[config.mk]
export PLATFORM = sky130hd
export DESIGN_NAME = uart_mem_loader_flat
export DESIGN_NICKNAME = d
export VERILOG_FILES = /design/src/rtl/uart_mem_loader_if.sv /design/src/rtl/uart_mem_loader.sv /design/src/flat_wrapper.sv
export SDC_FILE = /design/constraint.sdc
export NUM_CORES = 1
export LEC_CHECK = 0
export CAP_MARGIN = 20
export CORE_MARGIN = 4
export CORE_UTILIZATION = 55
export DETAILED_ROUTE_END_ITERATION = 6
export GPL_ROUTABILITY_DRIVEN = 0
export PLACE_DENSITY = 0.78
export SETUP_SLACK_MARGIN = 0.15
export SYNTH_ARGS = -nofsm -noshare
export SYNTH_HDL_FRONTEND = slang
export SYNTH_SLANG_ARGS = --single-unit
export TNS_END_PERCENT = 10
[constraint.sdc]
create_clock -name i_clk -period 3.3 [get_ports i_clk]
set_input_delay 0.66 -clock i_clk [delete_from_list [all_inputs] [get_ports i_clk]]
set_output_delay 0.66 -clock i_clk [all_outputs]
set_load 0.01 [all_outputs]
[src/rtl/uart_mem_loader_if.sv]
// Memory-write and status bundle driven by the UART loader toward a word memory.
// master drives the one-cycle write strobe, address/data and status flags; slave observes them.
interface uart_mem_loader_if #(
  parameter int ADDR_W = 2,
  parameter int WORD_W = 32
);
  logic              o_we;
  logic [ADDR_W-1:0] o_addr;
  logic [WORD_W-1:0] o_wdata;
  logic              o_busy;
  logic              o_done;
  logic              o_frame_err;

  modport master (
    output o_we, o_addr, o_wdata, o_busy, o_done, o_frame_err
  );

  modport slave (
    input  o_we, o_addr, o_wdata, o_busy, o_done, o_frame_err
  );
endinterface

[src/rtl/uart_mem_loader.sv]
// UART 8N1 receiver packing little-endian bytes into DEPTH memory words; o_we one cycle after the completing stop sample.
// No backpressure: the line is free-running. LOADER_CHECKSUM_EN adds a trailing mod-256 checksum byte.
module uart_mem_loader #(
  parameter int CLKS_PER_BIT = 16,
  parameter int WORD_W       = 32,
  parameter int DEPTH        = 4,
  parameter int ADDR_W       = 2
) (
  input  logic              i_clk,
  input  logic              i_nrst,
  input  logic              i_rxd,
  uart_mem_loader_if.master bus
);

  localparam int BYTES = WORD_W / 8;
  localparam int IDX_W = (BYTES > 1) ? $clog2(BYTES) : 1;
  localparam int CNT_W = $clog2(CLKS_PER_BIT);
  localparam logic [CNT_W-1:0]  CNT_FULL  = CNT_W'(CLKS_PER_BIT - 1);
  localparam logic [CNT_W-1:0]  CNT_HALF  = CNT_W'(CLKS_PER_BIT / 2 - 1);
  localparam logic [ADDR_W-1:0] LAST_ADDR = ADDR_W'(DEPTH - 1);
  localparam logic [IDX_W-1:0]  LAST_IDX  = IDX_W'(BYTES - 1);

  typedef enum logic [1:0] {IDLE, START, DATA, STOP} state_t;

  state_t             state, state_nxt;
  logic               rxd_s1, rxd_s2, rxd_prev;
  logic [CNT_W-1:0]   clk_cnt;
  logic [2:0]         bit_cnt;
  logic [7:0]         rx_sr;
  logic [WORD_W-1:0]  word_sr, word_nxt;
  logic [IDX_W-1:0]   byte_idx;
  logic [ADDR_W-1:0]  wr_ptr;
  logic               full;
  logic               fall;
  logic               cnt_clr, shift_en, byte_ok, stop_err;
`ifdef LOADER_CHECKSUM_EN
  logic [7:0]         csum;
`endif

  always_ff @(posedge i_clk or negedge i_nrst) begin
    if (!i_nrst) begin
      rxd_s1   <= 1'b1;
      rxd_s2   <= 1'b1;
      rxd_prev <= 1'b1;
    end else begin
      rxd_s1   <= i_rxd;
      rxd_s2   <= rxd_s1;
      rxd_prev <= rxd_s2;
    end
  end

  // Edge needs a high sample first, so a line stuck low after a bad stop never re-arms.
  assign fall = rxd_prev & ~rxd_s2;

  always_ff @(posedge i_clk or negedge i_nrst) begin
    if (!i_nrst) state <= IDLE;
    else         state <= state_nxt;
  end

  always_comb begin
    state_nxt = state;
    cnt_clr   = 1'b0;
    shift_en  = 1'b0;
    byte_ok   = 1'b0;
    stop_err  = 1'b0;
    case (state)
      IDLE: begin
        cnt_clr = 1'b1;
        if (fall) state_nxt = START;
      end
      START: begin
        if (clk_cnt == CNT_HALF) begin
          cnt_clr   = 1'b1;
          state_nxt = rxd_s2 ? IDLE : DATA;
        end
      end
      DATA: begin
        if (clk_cnt == CNT_FULL) begin
          cnt_clr  = 1'b1;
          shift_en = 1'b1;
          if (bit_cnt == 3'd7) state_nxt = STOP;
        end
      end
      STOP: begin
        if (clk_cnt == CNT_FULL) begin
          cnt_clr   = 1'b1;
          state_nxt = IDLE;
          if (rxd_s2) byte_ok  = 1'b1;
          else        stop_err = 1'b1;
        end
      end
      default: state_nxt = IDLE;
    endcase
  end

  assign bus.o_busy = (state != IDLE);

  always_ff @(posedge i_clk or negedge i_nrst) begin
    if (!i_nrst) begin
      clk_cnt <= '0;
      bit_cnt <= '0;
    end else begin
      clk_cnt <= cnt_clr ? '0 : clk_cnt + 1'b1;
      if (state == IDLE) bit_cnt <= '0;
      else if (shift_en) bit_cnt <= bit_cnt + 1'b1;
    end
  end

  always_comb begin
    word_nxt = word_sr;
    for (int b = 0; b < BYTES; b++) begin
      if (byte_idx == IDX_W'(b)) word_nxt[b*8 +: 8] = rx_sr;
    end
  end

  always_ff @(posedge i_clk or negedge i_nrst) begin
    if (!i_nrst) begin
      rx_sr           <= '0;
      word_sr         <= '0;
      byte_idx        <= '0;
      wr_ptr          <= '0;
      full            <= 1'b0;
      bus.o_we        <= 1'b0;
      bus.o_addr      <= '0;
      bus.o_wdata     <= '0;
      bus.o_done      <= 1'b0;
      bus.o_frame_err <= 1'b0;
`ifdef LOADER_CHECKSUM_EN
      csum            <= '0;
`endif
    end else begin
      bus.o_we <= 1'b0;
      if (shift_en) rx_sr <= {rxd_s2, rx_sr[7:1]};
      if (stop_err) bus.o_frame_err <= 1'b1;
      if (byte_ok && !full) begin
        word_sr <= word_nxt;
        if (byte_idx == LAST_IDX) begin
          byte_idx    <= '0;
          bus.o_we    <= 1'b1;
          bus.o_addr  <= wr_ptr;
          bus.o_wdata <= word_nxt;
          if (wr_ptr == LAST_ADDR) full   <= 1'b1;
          else                     wr_ptr <= wr_ptr + 1'b1;
        end else begin
          byte_idx <= byte_idx + 1'b1;
        end
      end
`ifdef LOADER_CHECKSUM_EN
      if (byte_ok && !full) csum <= csum + rx_sr;
      if (byte_ok && full && !bus.o_done) begin
        bus.o_done <= 1'b1;
        if (rx_sr != csum) bus.o_frame_err <= 1'b1;
      end
`else
      // Last strobe is the only o_we seen with full set; done rises as it drops.
      if (bus.o_we && full) bus.o_done <= 1'b1;
`endif
    end
  end

endmodule

[src/flat_wrapper.sv]
// flat-port wrapper written by rule: the top's interface ports become plain ports
module uart_mem_loader_flat 
#(
  parameter int CLKS_PER_BIT = 16,
  parameter int WORD_W       = 32,
  parameter int DEPTH        = 4,
  parameter int ADDR_W       = 2
)
  (i_clk, i_nrst, i_rxd, bus_o_we, bus_o_addr, bus_o_wdata, bus_o_busy, bus_o_done, bus_o_frame_err);
  uart_mem_loader_if #(.ADDR_W(ADDR_W), .WORD_W(WORD_W)) bus_i ();
  input  logic i_clk;
  input  logic i_nrst;
  input  logic i_rxd;
  output wire logic [$bits(bus_i.o_we)-1:0] bus_o_we;
  output wire logic [$bits(bus_i.o_addr)-1:0] bus_o_addr;
  output wire logic [$bits(bus_i.o_wdata)-1:0] bus_o_wdata;
  output wire logic [$bits(bus_i.o_busy)-1:0] bus_o_busy;
  output wire logic [$bits(bus_i.o_done)-1:0] bus_o_done;
  output wire logic [$bits(bus_i.o_frame_err)-1:0] bus_o_frame_err;
  assign bus_o_we = bus_i.o_we;
  assign bus_o_addr = bus_i.o_addr;
  assign bus_o_wdata = bus_i.o_wdata;
  assign bus_o_busy = bus_i.o_busy;
  assign bus_o_done = bus_i.o_done;
  assign bus_o_frame_err = bus_i.o_frame_err;
  uart_mem_loader #(.CLKS_PER_BIT(CLKS_PER_BIT), .WORD_W(WORD_W), .DEPTH(DEPTH), .ADDR_W(ADDR_W)) u_core (.i_clk(i_clk), .i_nrst(i_nrst), .i_rxd(i_rxd), .bus(bus_i));
endmodule
==> impl_summary.txt, run 1 <==
----------------------------------------------------
[STA]
  Max transition margin ... 69.3%
  Worst Hold Slack ... between 0.15 and 0.2 ns
  Final hold violations ... 0
  Clock period minus worst slack ... 2.33 ns
  Number of slew-limit violations in the final report ... 0
  Pin slew with the least headroom to its limit ... ~0.46 ns
  Final setup skew ... about 0.0036 ns
  Final setup fails ... 0
  Setup TNS ... 0 ns
  Highest achievable clock rate ... between 400 and 500 MHz
  Share of the cycle needed by the critical path after routing ... a little over two thirds
  Unrepaired setup endpoints after global routing ... no

[CTS]
  Number of buffers created by CTS ... 9
  Number of H-tree branching levels ... 3
  Clock transition at the registers of the reported paths ... roughly 0.08 ns
  Clock tree from TritonCTS ... built
  Latest clock arrival within the worst-skew pair ... about 0.34 ns
  Clock sink count ... 86
  Root buffer cell ... clkbuf_8
  Count of cells resized by post-cts repair ... 0
  Setup fix buffers added after clock tree synthesis ... 0
  Worst-case clock buffer depth ... 2
  Number of buffers added to fix hold violations after cts ... 0

[Power]
  Max VDD drop ... around 0.26 mV
  Internal power ... between 0.0015 and 0.002 W
  Reg power frac ... 52.3%
  Share of total power in the clock network ... 32.4%
  Switching Share ... between 20 and 30%
  Leakage ... between 2 and 2.5 nW
  Logic pwr share ... 15.3%
  Net switching power ... slightly above 0.0006 W
  Power per cell area ... a little over 500 nW/um2

[Setup path]
  Req. time, crit path ... around 2.6 ns
  Signal arrival time at the worst endpoint ... ~1.7 ns
  Setup crit start kind ... flip-flop
  Largest driver fanout on the critical path ... 12
  Slowest cell on the critical path ... dfrtp_1
  Number of cells traversed by the worst register-to-register path ... 5
  Delay of the slowest cell on the worst path ... 0.55 ns
  Worst reg2reg setup slack ... 1.15 ns
  Critical Path, Cell by Cell ... inv_1, nand2_1, clkdlybuf4s50_1
  Reg-to-Reg End ... u_core.bus.o_wdata[2]
  Worst setup path end ... bus_o_busy
  Critical path class ... flip-flop to primary output
  Startpoint of the worst-slack reg-to-reg timing path ... u_core.clk_cnt[0]
  Launching element of the worst setup path ... u_core.state[0]
  Critical path capture point type ... primary output

[Floorplanning]
  Die Height ... between 90 and 100 um
  Core footprint ... roughly 6500 um2
  Initial core utilization ... approximately three fifths
  Die extent in x ... approximately 91 um
  Die ar. ... a little over 8000 um2
  Count of standard-cell rows ... 29
  Number of top-level design ports ... 41

[Run status]
  Result of the run ... completed

[Logic synthesis]
  Leading area contributor after synthesis ... dfrtp_1
  Flops & latches, synth ... 86
  Count of flip-flops with a built-in enable after synthesis ... 0
  Most repeated cell in the gate-level netlist after synthesis ... mux2_2
  Dominant cells by area after synthesis ... dfrtp_1, mux2_2, ha_1
  Mapped Area ... about 3800 um2
  Cell count after synthesis ... roughly 250
  Proportion of netlist area held by the largest area contributor ... 55.1%
  Part of the Yosys area used for sequential elements ... 57.2%
  Net count after synthesis ... ~260
  Top post-synthesis cells by count ... mux2_2, dfrtp_1, ha_1
  Post-synth ARST share ... 100%
  Post-Synthesis Mean Instance Area ... 15.0 um2
  Dominant register cell in the synthesized netlist ... dfrtp_1
  Total of warnings raised by yosys ... 0
  Number of unique standard cell types used by synthesis ... 35

[Routing]
  Via count of the routed design ... about 2,100
  Count of nets left with antenna violations after detail routing ... 0
  DRC violation count after routing ... 0
  WL final ... roughly 6400 um
  Detail-routed net length per standard cell ... about 17 um
  Number of design-rule violations left by the first detailed-router iteration ... 64
  Vias/cell ... about 5.7
  First-pass iteration count of the detailed router ... 4

[Global routing]
  Pin count of the biggest net entering global routing ... 87
  Wire length of the first global-routing pass ... approximately 11,000 um
  Number of global-route vias before repair ... approximately 2,200
  Initial antenna violation count ... 0
  Global route overflow ... 0
  GRT Util Overall ... between 10% and 20%

[Cells and area]
  End-of-flow core utilization ... 68.2%
  Synth-to-Final Area Change ... 17.6%
  Cell Count, Final, Fillers Out ... about 380
  NumNets Final ... a little over 300
  Share of layout cells above drive strength 1 ... 39.3%
  Number of antenna cells inserted ... 0

[Placement]
  Number of placed instances, taps included ... 360
  HPWL Detailed ... 4170 um
  Port Buffers ... 40

[Job]
  Count of max-cap constraint violations ... 0

[Hold path]
  Class of the tightest hold or removal check ... input pin to asynchronous set/reset pin

----------------------------------------------------
[how the worst min path moves through the flow]
stage	to	cells after the start
after floorplan	u_core.rxd_s2	0
after global placement	u_core.rxd_s2	0
after detailed placement	u_core.rxd_s2	0
after CTS	u_core.rxd_s2	0
after global routing	u_core.bus.o_addr[1]	1
final	u_core.bus.o_addr[1]	1
[power by group through the flow]
stage          Combinational (W)  Clock, W  Sequential [W]
2_1_floorplan           0.000283         0         0.00118
3_3_place_gp            0.000344         0         0.00121
3_5_place_dp            0.000349         0         0.00121
4_1_cts                 0.000352  0.000756         0.00119
5_1_grt                 0.000386  0.000808         0.00120
6_report                0.000349  0.000737         0.00119
[cell usage in the layout, fill, tap and decap left out, drive strengths merged, types with 2 or more instances in the layout]
master and n:
a21o 2, a21oi 4, a22oi 2, buf 4, clkbuf 13, clkdlybuf4s50 39, dfrtp 83, dfstp 3
ha 8, inv 6, mux2 93, nand2 7, nand3 2, nand3b 5, nor2 2, nor3 6
nor4 2, o21ai 2, o22ai 2, xor2 2
[registers in the layout (all words and copies together), names as in the netlist, named ones only]
signal,flops
u_core.bit_cnt,3
u_core.full,1
u_core.bus.o_addr,2
u_core.bus.o_we,1
u_core.bus.o_frame_err,1
u_core.clk_cnt,4
u_core.word_sr,24
u_core.rxd_prev,1
u_core.rxd_s2,1
u_core.wr_ptr,2
u_core.rxd_s1,1
u_core.bus.o_done,1
u_core.rx_sr,8
u_core.state,1
u_core.bus.o_wdata,32
u_core.byte_idx,2
[kinds of logic (layout without fill, tap and decap cells)]
logic type / after synthesis / after routing / share of synthesized area, %
buffers and inverters: 16 / 65 / 2.62
DFF: 86 / 86 / 57.2
and+or+nand+nor: 29 / 29 / 6.04
xor gates and xnor gates: 3 / 3 / 0.698
adders and majority gates: 8 / 8 / 2.66
muxes: 94 / 94 / 28.1
AOI/OAI and AO/OA: 15 / 15 / 2.69
[through the flow]
step	setup slack [ns]	power, W	instance area [um2]
4_1_cts	0.952	0.00230	4400
3_5_place_dp	1.18	0.00156	4200
2_1_floorplan	1.45	0.00146	3770
3_3_place_gp	1.23	0.00155	4200
5_1_grt	0.873	0.00240	4430
6_report	0.967	0.00228	4430
[worst max-delay path, delay by kind of cell (launching register included)]
family / cells / cell delay [ns]
buffers and inverters: 2 / 0.69
flip-flops: 1 / 0.55
AND/OR/NAND/NOR: 1 / 0.09
[final cells by class]
class,instances,area [um2]
Fill cell,456,2070
Timing Repair Buffer,43,440
Sequential cell,86,2160
Multi-Input combinational cell,149,1510
Tap cell,77,96.3
Clock buffer,13,159
Clock inverter,3,42.5
Inverter,6,22.5
[per-layer routing]
metal  wire, um  share of wire, %  GRT usage [%]  vias to the layer above
li1           -                 -              -                      993
met1       3240                51           24.3                     1093
met2       2900                45           25.8                       38
met3        164               2.6           3.83                        8
met4         80               1.3           6.38                        0
met5          0                 0              0                        -
(Power assumes the default switching activity.)
==> run 2: changes to the inputs <==
CORE_UTILIZATION = 50   (was 55)
PLACE_DENSITY = 0.75   (was 0.78)
clock period = 2.1 ns   (was 3.3 ns; I/O delays follow)
==> run 2 against run 1 <==
  * Routed wire length is 7.0% higher
  * Sequential share of layout area is 1.5 points lower
  * Non-clock buffer count is 10 higher
  * Setup slack worse by 0.74 ns
  * Register-to-register slack worse by 0.91 ns
  * Clock power is 74% higher
  * Global-route usage hardly changed
  * Design area is 3.3% higher
  * First-iteration DRC count is 77% higher
  * Clock-buffer cell count is 3 lower
  * Die area is 9.1% higher
  * Largest cell class unchanged
  * Largest power group unchanged
==> impl_summary.txt, run 2 (synthesis gave the netlist of run 1 again) <==
----------------------------------------------------
[Hold path]
  Class of the tightest hold or removal check ... input pin to asynchronous set/reset pin

[STA]
  Share of the cycle needed by the critical path after routing ... between 80% and 90%
  Pin slew with the least headroom to its limit ... about 0.57 ns
  Clock period minus worst slack ... around 1.9 ns
  Final setup skew ... roughly 0.016 ns
  Final setup fails ... 0
  Highest achievable clock rate ... between 500 and 600 MHz
  Number of slew-limit violations in the final report ... 0
  Unrepaired setup endpoints after global routing ... yes
  Max transition margin ... 62.1%
  Setup TNS ... 0 ns
  Final hold violations ... 0

[Floorplanning]
  Core footprint ... 7290 um2
  Die ar. ... about 9000 um2
  Die extent in x ... 94.8 um
  Die Height ... ~95 um
  Count of standard-cell rows ... 31
  Number of top-level design ports ... between 40 and 50
  Initial core utilization ... 51.7%

[Routing]
  Via count of the routed design ... approximately 2,200
  First-pass iteration count of the detailed router ... 4
  Vias/cell ... 5.32
  Detail-routed net length per standard cell ... roughly 17 um
  Count of nets left with antenna violations after detail routing ... 0
  Number of design-rule violations left by the first detailed-router iteration ... 113
  DRC violation count after routing ... 0
  WL final ... about 6800 um

[Setup path]
  Delay of the slowest cell on the worst path ... 0.47 ns
  Critical path capture point type ... primary output
  Critical path class ... flip-flop to primary output
  Worst reg2reg setup slack ... roughly 0.24 ns
  Cell family with most CP delay ... buffers and inverters
  Slowest cell on the critical path ... clkdlybuf4s50_1
  Critical Path, Cell by Cell ... inv_1, nand2_1, clkdlybuf4s50_1
  Signal arrival time at the worst endpoint ... roughly 1.5 ns
  Startpoint of the worst-slack reg-to-reg timing path ... u_core.clk_cnt[0]
  Number of stages on the worst setup path ... 3
  Worst setup path end ... bus_o_busy
  Req. time, crit path ... about 1.7 ns
  Combined buffer and inverter count along the critical path ... 2
  Setup crit start kind ... flip-flop
  Number of cells traversed by the worst register-to-register path ... 5
  Launching element of the worst setup path ... u_core.state[0]
  Largest driver fanout on the critical path ... 5
  Reg-to-Reg End ... u_core.wr_ptr[1]

[Placement]
  Number of placed instances, taps included ... slightly below 400
  HPWL Detailed ... around 4600 um
  Port Buffers ... 40
  Placement-stage cell area ... between 4000 and 5000 um2

[CTS]
  Number of H-tree branching levels ... 3
  Number of buffers created by CTS ... 9
  Clock sink count ... 86
  Root buffer cell ... clkbuf_8
  Number of buffers added to fix hold violations after cts ... 0
  Clock transition at the registers of the reported paths ... ~0.080 ns
  Worst-case clock buffer depth ... 2
  Clock tree from TritonCTS ... built
  Latest clock arrival within the worst-skew pair ... about 0.35 ns

[Power]
  Leakage ... roughly 2.2 nW
  Share of total power in the clock network ... between 30 and 40%
  Internal power ... about 0.0027 W
  Total Power ... between 0.003 and 0.004 W
  Max VDD drop ... roughly 0.46 mV
  Reg power frac ... about half
  Net switching power ... approximately 0.0010 W
  Power per cell area ... approximately 830 nW/um2
  Switching Share ... between 20% and 30%
  Logic pwr share ... between 10% and 20%

[Cells and area]
  Most common cell after layout, fill and taps aside ... mux2_2
  Synth-to-Final Area Change ... 21.5%
  Share of layout cells above drive strength 1 ... between 40% and 50%
  Commonest cells after routing, fill and taps aside ... mux2_2, dfrtp_1, clkdlybuf4s50_1
  Number of flip-flops in the largest register ... 32
  Cell Count, Final, Fillers Out ... just over 400
  Final Instance Area ... 4580 um2
  End-of-flow core utilization ... a little over three fifths
  Register ranked first by flip-flop count ... u_core.bus.o_wdata
  Biggest registers after layout ... u_core.bus.o_wdata (32), u_core.word_sr (24), u_core.rx_sr (8)
  NumNets Final ... around 320
  Number of antenna cells inserted ... 0

[Global routing]
  Pin count of the biggest net entering global routing ... 44
  Global route overflow ... 0
  Initial antenna violation count ... 0
  GRT Util Overall ... between 10% and 20%
  Number of global-route vias before repair ... about 2,300
  Wire length of the first global-routing pass ... about 12,000 um

[Job]
  Count of max-cap constraint violations ... 0

[Run status]
  Result of the run ... completed

----------------------------------------------------
==> run 2: cell count changes in the layout (fill, tap and decap cells not counted) <==
cell       change
inv_1          -1
clkbuf_1       -2
buf_6          +1
dfrtp_2        +2
ha_2           +1
ha_1           -1
clkbuf_8       -1
buf_4          +7
dfrtp_1        -2
bufinv_16      +1
inv_2          +1
buf_16         -1
inv_6          +1
buf_12         +3
==> run 2: per-layer routing <==
layer | global-route usage [%] | vias up | wire length [um]
met4 | 5.65 | 0 | 87
met1 | 23.9 | 1107 | 3240
met3 | 4.70 | 8 | 206
met5 | 0 | - | 0
met2 | 25.8 | 41 | 3290
li1 | - | 1013 | -
==> run 2: metrics by stage <==
stage	hold slack [ns]	worst slack, ns
after floorplan	0.124	0.254
after global placement	0.346	0.217
after detailed placement	0.353	0.172
after CTS	0.0701	0.162
after global routing	0.0938	0.144
final	0.0632	0.230
==> run 2: cell type report <==
class	instances	area, um2
Clock buffer	10	138
Timing Repair Buffer	53	537
Clock inverter	5	81.3
Fill cell	588	2720
Tap cell	99	124
Sequential cell	86	2160
Multi-Input combinational cell	149	1520
Inverter	6	22.5
==> run 2: how the worst min path moves through the flow <==
| stage | startpoint | end | slack, ns |
|---|---|---|---|
| 3_3_place_gp | u_core.rxd_s1 | u_core.rxd_s2 | 0.35 |
| 5_1_grt | i_nrst | u_core.word_sr[8] | 0.09 |
| 4_1_cts | i_nrst | u_core.word_sr[8] | 0.07 |
| 2_1_floorplan | i_nrst | asynchronous set/reset pin | 0.12 |
| 6_report | i_nrst | u_core.bus.o_done | 0.06 |
| 3_5_place_dp | u_core.rxd_s1 | u_core.rxd_s2 | 0.35 |
==> run 2: what timing repair did <==
item	CTS	global route
pin swaps	0	3
buffers inserted	1	1
setup endpoints to repair	1	45
gates resized for setup	3	2
==> run 2: worst register-to-register path, cell delays in order, from the launching register on <==
cell	delay, ns
dfrtp_1	0.38
ha_2	0.26
nand3_2	0.16
buf_4	0.21
nor4_2	0.36
mux2_2	0.39
==> run 2: power by group through the flow <==
stage / registers, W / clock network (W) / logic (W)
floorplan: 0.00185 / 0 / 0.000445
global placement: 0.00189 / 0 / 0.000583
detailed placement: 0.00190 / 0 / 0.000602
CTS: 0.00186 / 0.00130 / 0.000629
global route: 0.00187 / 0.00137 / 0.000724
finish: 0.00185 / 0.00128 / 0.000653
==> run 3: changes to the inputs <==
CORE_UTILIZATION = 52   (was 50)
CTS_BUF_LIST = sky130_fd_sc_hd__clkbuf_8   (was not set)
PLACE_DENSITY = 0.77   (was 0.75)
==> run 3 against run 2 <==
  * Sequential cell count is the same
  * Maximum frequency shrank 2.3%
  * Utilization grew 3.4 points
  * Clock power shrank 3%
  * Setup slack lost 0.043 ns
  * Design area shrank 0.22%
  * Clock skew shrank 0.0065 ns
  * Via count grew 2.2%
  * Routed wire length grew 1.3%
  * Largest cell class unchanged
  * Critical path type unchanged
  * Critical endpoint unchanged
  * First-iteration DRC count shrank 21%
  * Worst hold slack gained 0.31 ns
  * Combinational power shrank 3.7%
==> impl_summary.txt, run 3 (synthesis gave the netlist of run 1 again) <==
----------------------------------------------------
[Cells and area]
  Number of flip-flops in the largest register ... 32
  Final Instance Area ... between 4000 and 5000 um2
  Fill count ... 546
  Register ranked first by flip-flop count ... u_core.bus.o_wdata
  Synth-to-Final Area Change ... 21.2%
  NumNets Final ... 316
  Number of antenna cells inserted ... 0
  Biggest registers after layout ... u_core.bus.o_wdata (32), u_core.word_sr (24), u_core.rx_sr (8)
  Commonest cells after routing, fill and taps aside ... mux2_2, dfrtp_1, clkdlybuf4s50_1
  Share of layout cells above drive strength 1 ... a little over two fifths
  Most common cell after layout, fill and taps aside ... mux2_2

[Routing]
  DRC violation count after routing ... 0
  Vias/cell ... 5.46
  First-pass iteration count of the detailed router ... 4
  Number of design-rule violations left by the first detailed-router iteration ... between 80 and 90
  WL final ... approximately 7000 um
  Count of nets left with antenna violations after detail routing ... 0
  Via count of the routed design ... around 2,200
  Detail-routed net length per standard cell ... 17.0 um

[Setup path]
  Setup crit start kind ... flip-flop
  Number of cells traversed by the worst register-to-register path ... 5
  Critical Path, Cell by Cell ... inv_2, nand2_1, clkdlybuf4s50_1
  Signal arrival time at the worst endpoint ... ~1.5 ns
  Critical path class ... flip-flop to primary output
  Slowest cell on the critical path ... dfrtp_2
  Critical path capture point type ... primary output
  Delay of the slowest cell on the worst path ... 0.47 ns
  Number of stages on the worst setup path ... 3
  Cell family with most CP delay ... buffers and inverters
  Largest driver fanout on the critical path ... 7
  Combined buffer and inverter count along the critical path ... 2
  Req. time, crit path ... 1.68 ns

[Power]
  Max VDD drop ... around 0.40 mV
  Power per cell area ... between 800 and 900 nW/um2
  Leakage ... approximately 2.2 nW

[Floorplanning]
  Die ar. ... ~8700 um2
  Number of top-level design ports ... 41
  Count of standard-cell rows ... 30
  Die extent in x ... 93.1 um
  Core footprint ... 6910 um2
  Die Height ... slightly above 90 um
  Initial core utilization ... 54.5%

[STA]
  Final hold violations ... 0
  Max transition margin ... between 60% and 70%
  Setup TNS ... 0 ns
  Clock period minus worst slack ... about 1.9 ns
  Final setup skew ... about 0.009 ns
  Pin slew with the least headroom to its limit ... 0.449 ns
  Share of the cycle needed by the critical path after routing ... about nine tenths
  Final setup fails ... 0
  Unrepaired setup endpoints after global routing ... yes
  Highest achievable clock rate ... 523 MHz
  Number of slew-limit violations in the final report ... 0

[Job]
  Count of max-cap constraint violations ... 0

[Run status]
  Result of the run ... completed

[Placement]
  Placement-stage cell area ... 4310 um2
  HPWL Detailed ... about 4700 um
  Port Buffers ... 40

[CTS]
  Root buffer cell ... clkbuf_8
  Worst-case clock buffer depth ... 2
  Clock sink count ... between 80 and 90
  Latest clock arrival within the worst-skew pair ... roughly 0.35 ns
  Number of buffers created by CTS ... 9
  Number of H-tree branching levels ... 3
  Clock tree from TritonCTS ... built
  Clock transition at the registers of the reported paths ... roughly 0.08 ns

[Hold path]
  Class of the tightest hold or removal check ... flip-flop to flip-flop
  Hold Path Stages ... 0

[Global routing]
  Wire length of the first global-routing pass ... roughly 12,000 um
  Pin count of the biggest net entering global routing ... between 40 and 50
  GRT Util Overall ... between 10% and 20%
  Initial antenna violation count ... 0
  Number of global-route vias before repair ... around 2,300
  Global route overflow ... 0

----------------------------------------------------
run 3: worst paths after layout:
| kind | to | slack (ns) | from |
|---|---|---|---|
| setup / recovery | bus_o_busy | 0.19 | flip-flop |
| hold / removal | u_core.rxd_s2 | 0.38 | u_core.rxd_s1 |
| setup reg to reg | u_core.wr_ptr[1] | 0.22 | u_core.clk_cnt[0] |
| hold reg to reg | u_core.rxd_s2 | 0.38 | u_core.rxd_s1 |
| max in group asynchronous | u_core.bit_cnt[2] | 1.02 | i_nrst |
| min in group asynchronous | u_core.bus.o_addr[0] | 0.52 | i_nrst |
run 3: through the flow:
| step | hold slack (ns) | cells | worst slack, ns | total power, W | util [%] |
|---|---|---|---|---|---|
| after detailed placement | 0.347 | 387 | 0.183 | 0.00251 | 62.4 |
| after CTS | 0.371 | 405 | 0.154 | 0.00377 | 65.8 |
| after floorplan | 0.124 | 251 | 0.254 | 0.00230 | - |
| after global placement | 0.344 | 387 | 0.225 | 0.00248 | 62.4 |
| final | 0.376 | 406 | 0.187 | 0.00373 | 66.1 |
| after global routing | 0.386 | 406 | 0.116 | 0.00393 | 66.1 |
run 3: report_power, final:
part,switching (W),internal (W),leakage (nW),total (W)
Sequential,0.000110,0.00175,1.17,0.00186
Combinational,0.000352,0.000277,0.956,0.000629
Clock,0.000574,0.000666,0.112,0.00124
run 3: final cells by class:
cell class / instances / area [um2] / area share (%)
well taps: 96 / 120 / 2.63
clock inverters: 7 / 92.6 / 2.03
inverters: 6 / 22.5 / 0.493
multi-input cells: 149 / 1510 / 33.1
flip-flops and latches: 86 / 2160 / 47.3
clock buffers: 9 / 124 / 2.71
repair buffers: 53 / 536 / 11.7
run 3: layer usage:
metal  vias to the layer above  routed length, um  part of all wire [%]  GRT usage, %
met2                        56               3470                    50          28.9
met1                      1137               3070                    44          22.9
met4                         0                146                   2.1          8.42
met3                        12                230                   3.3          2.41
li1                       1012                  -                     -             -
met5                         -                  0                     0             0
run 3: what timing repair did:
item | CTS | global route
buffers inserted | 1 | 1
endpoints found under the setup margin | 1 | 30
hold endpoints to repair | 20 | 0
hold buffers | 1 | 0
pin swaps | 0 | 3
gates resized for setup | 3 | 0
run 3: worst register-to-register path, delay by kind of cell, from the launching register on:
kind,cells,cell delay [ns]
mux,1,0.38
simple gates,2,0.60
fa+ha+maj,1,0.19
flops,1,0.38
buf+inv,1,0.22
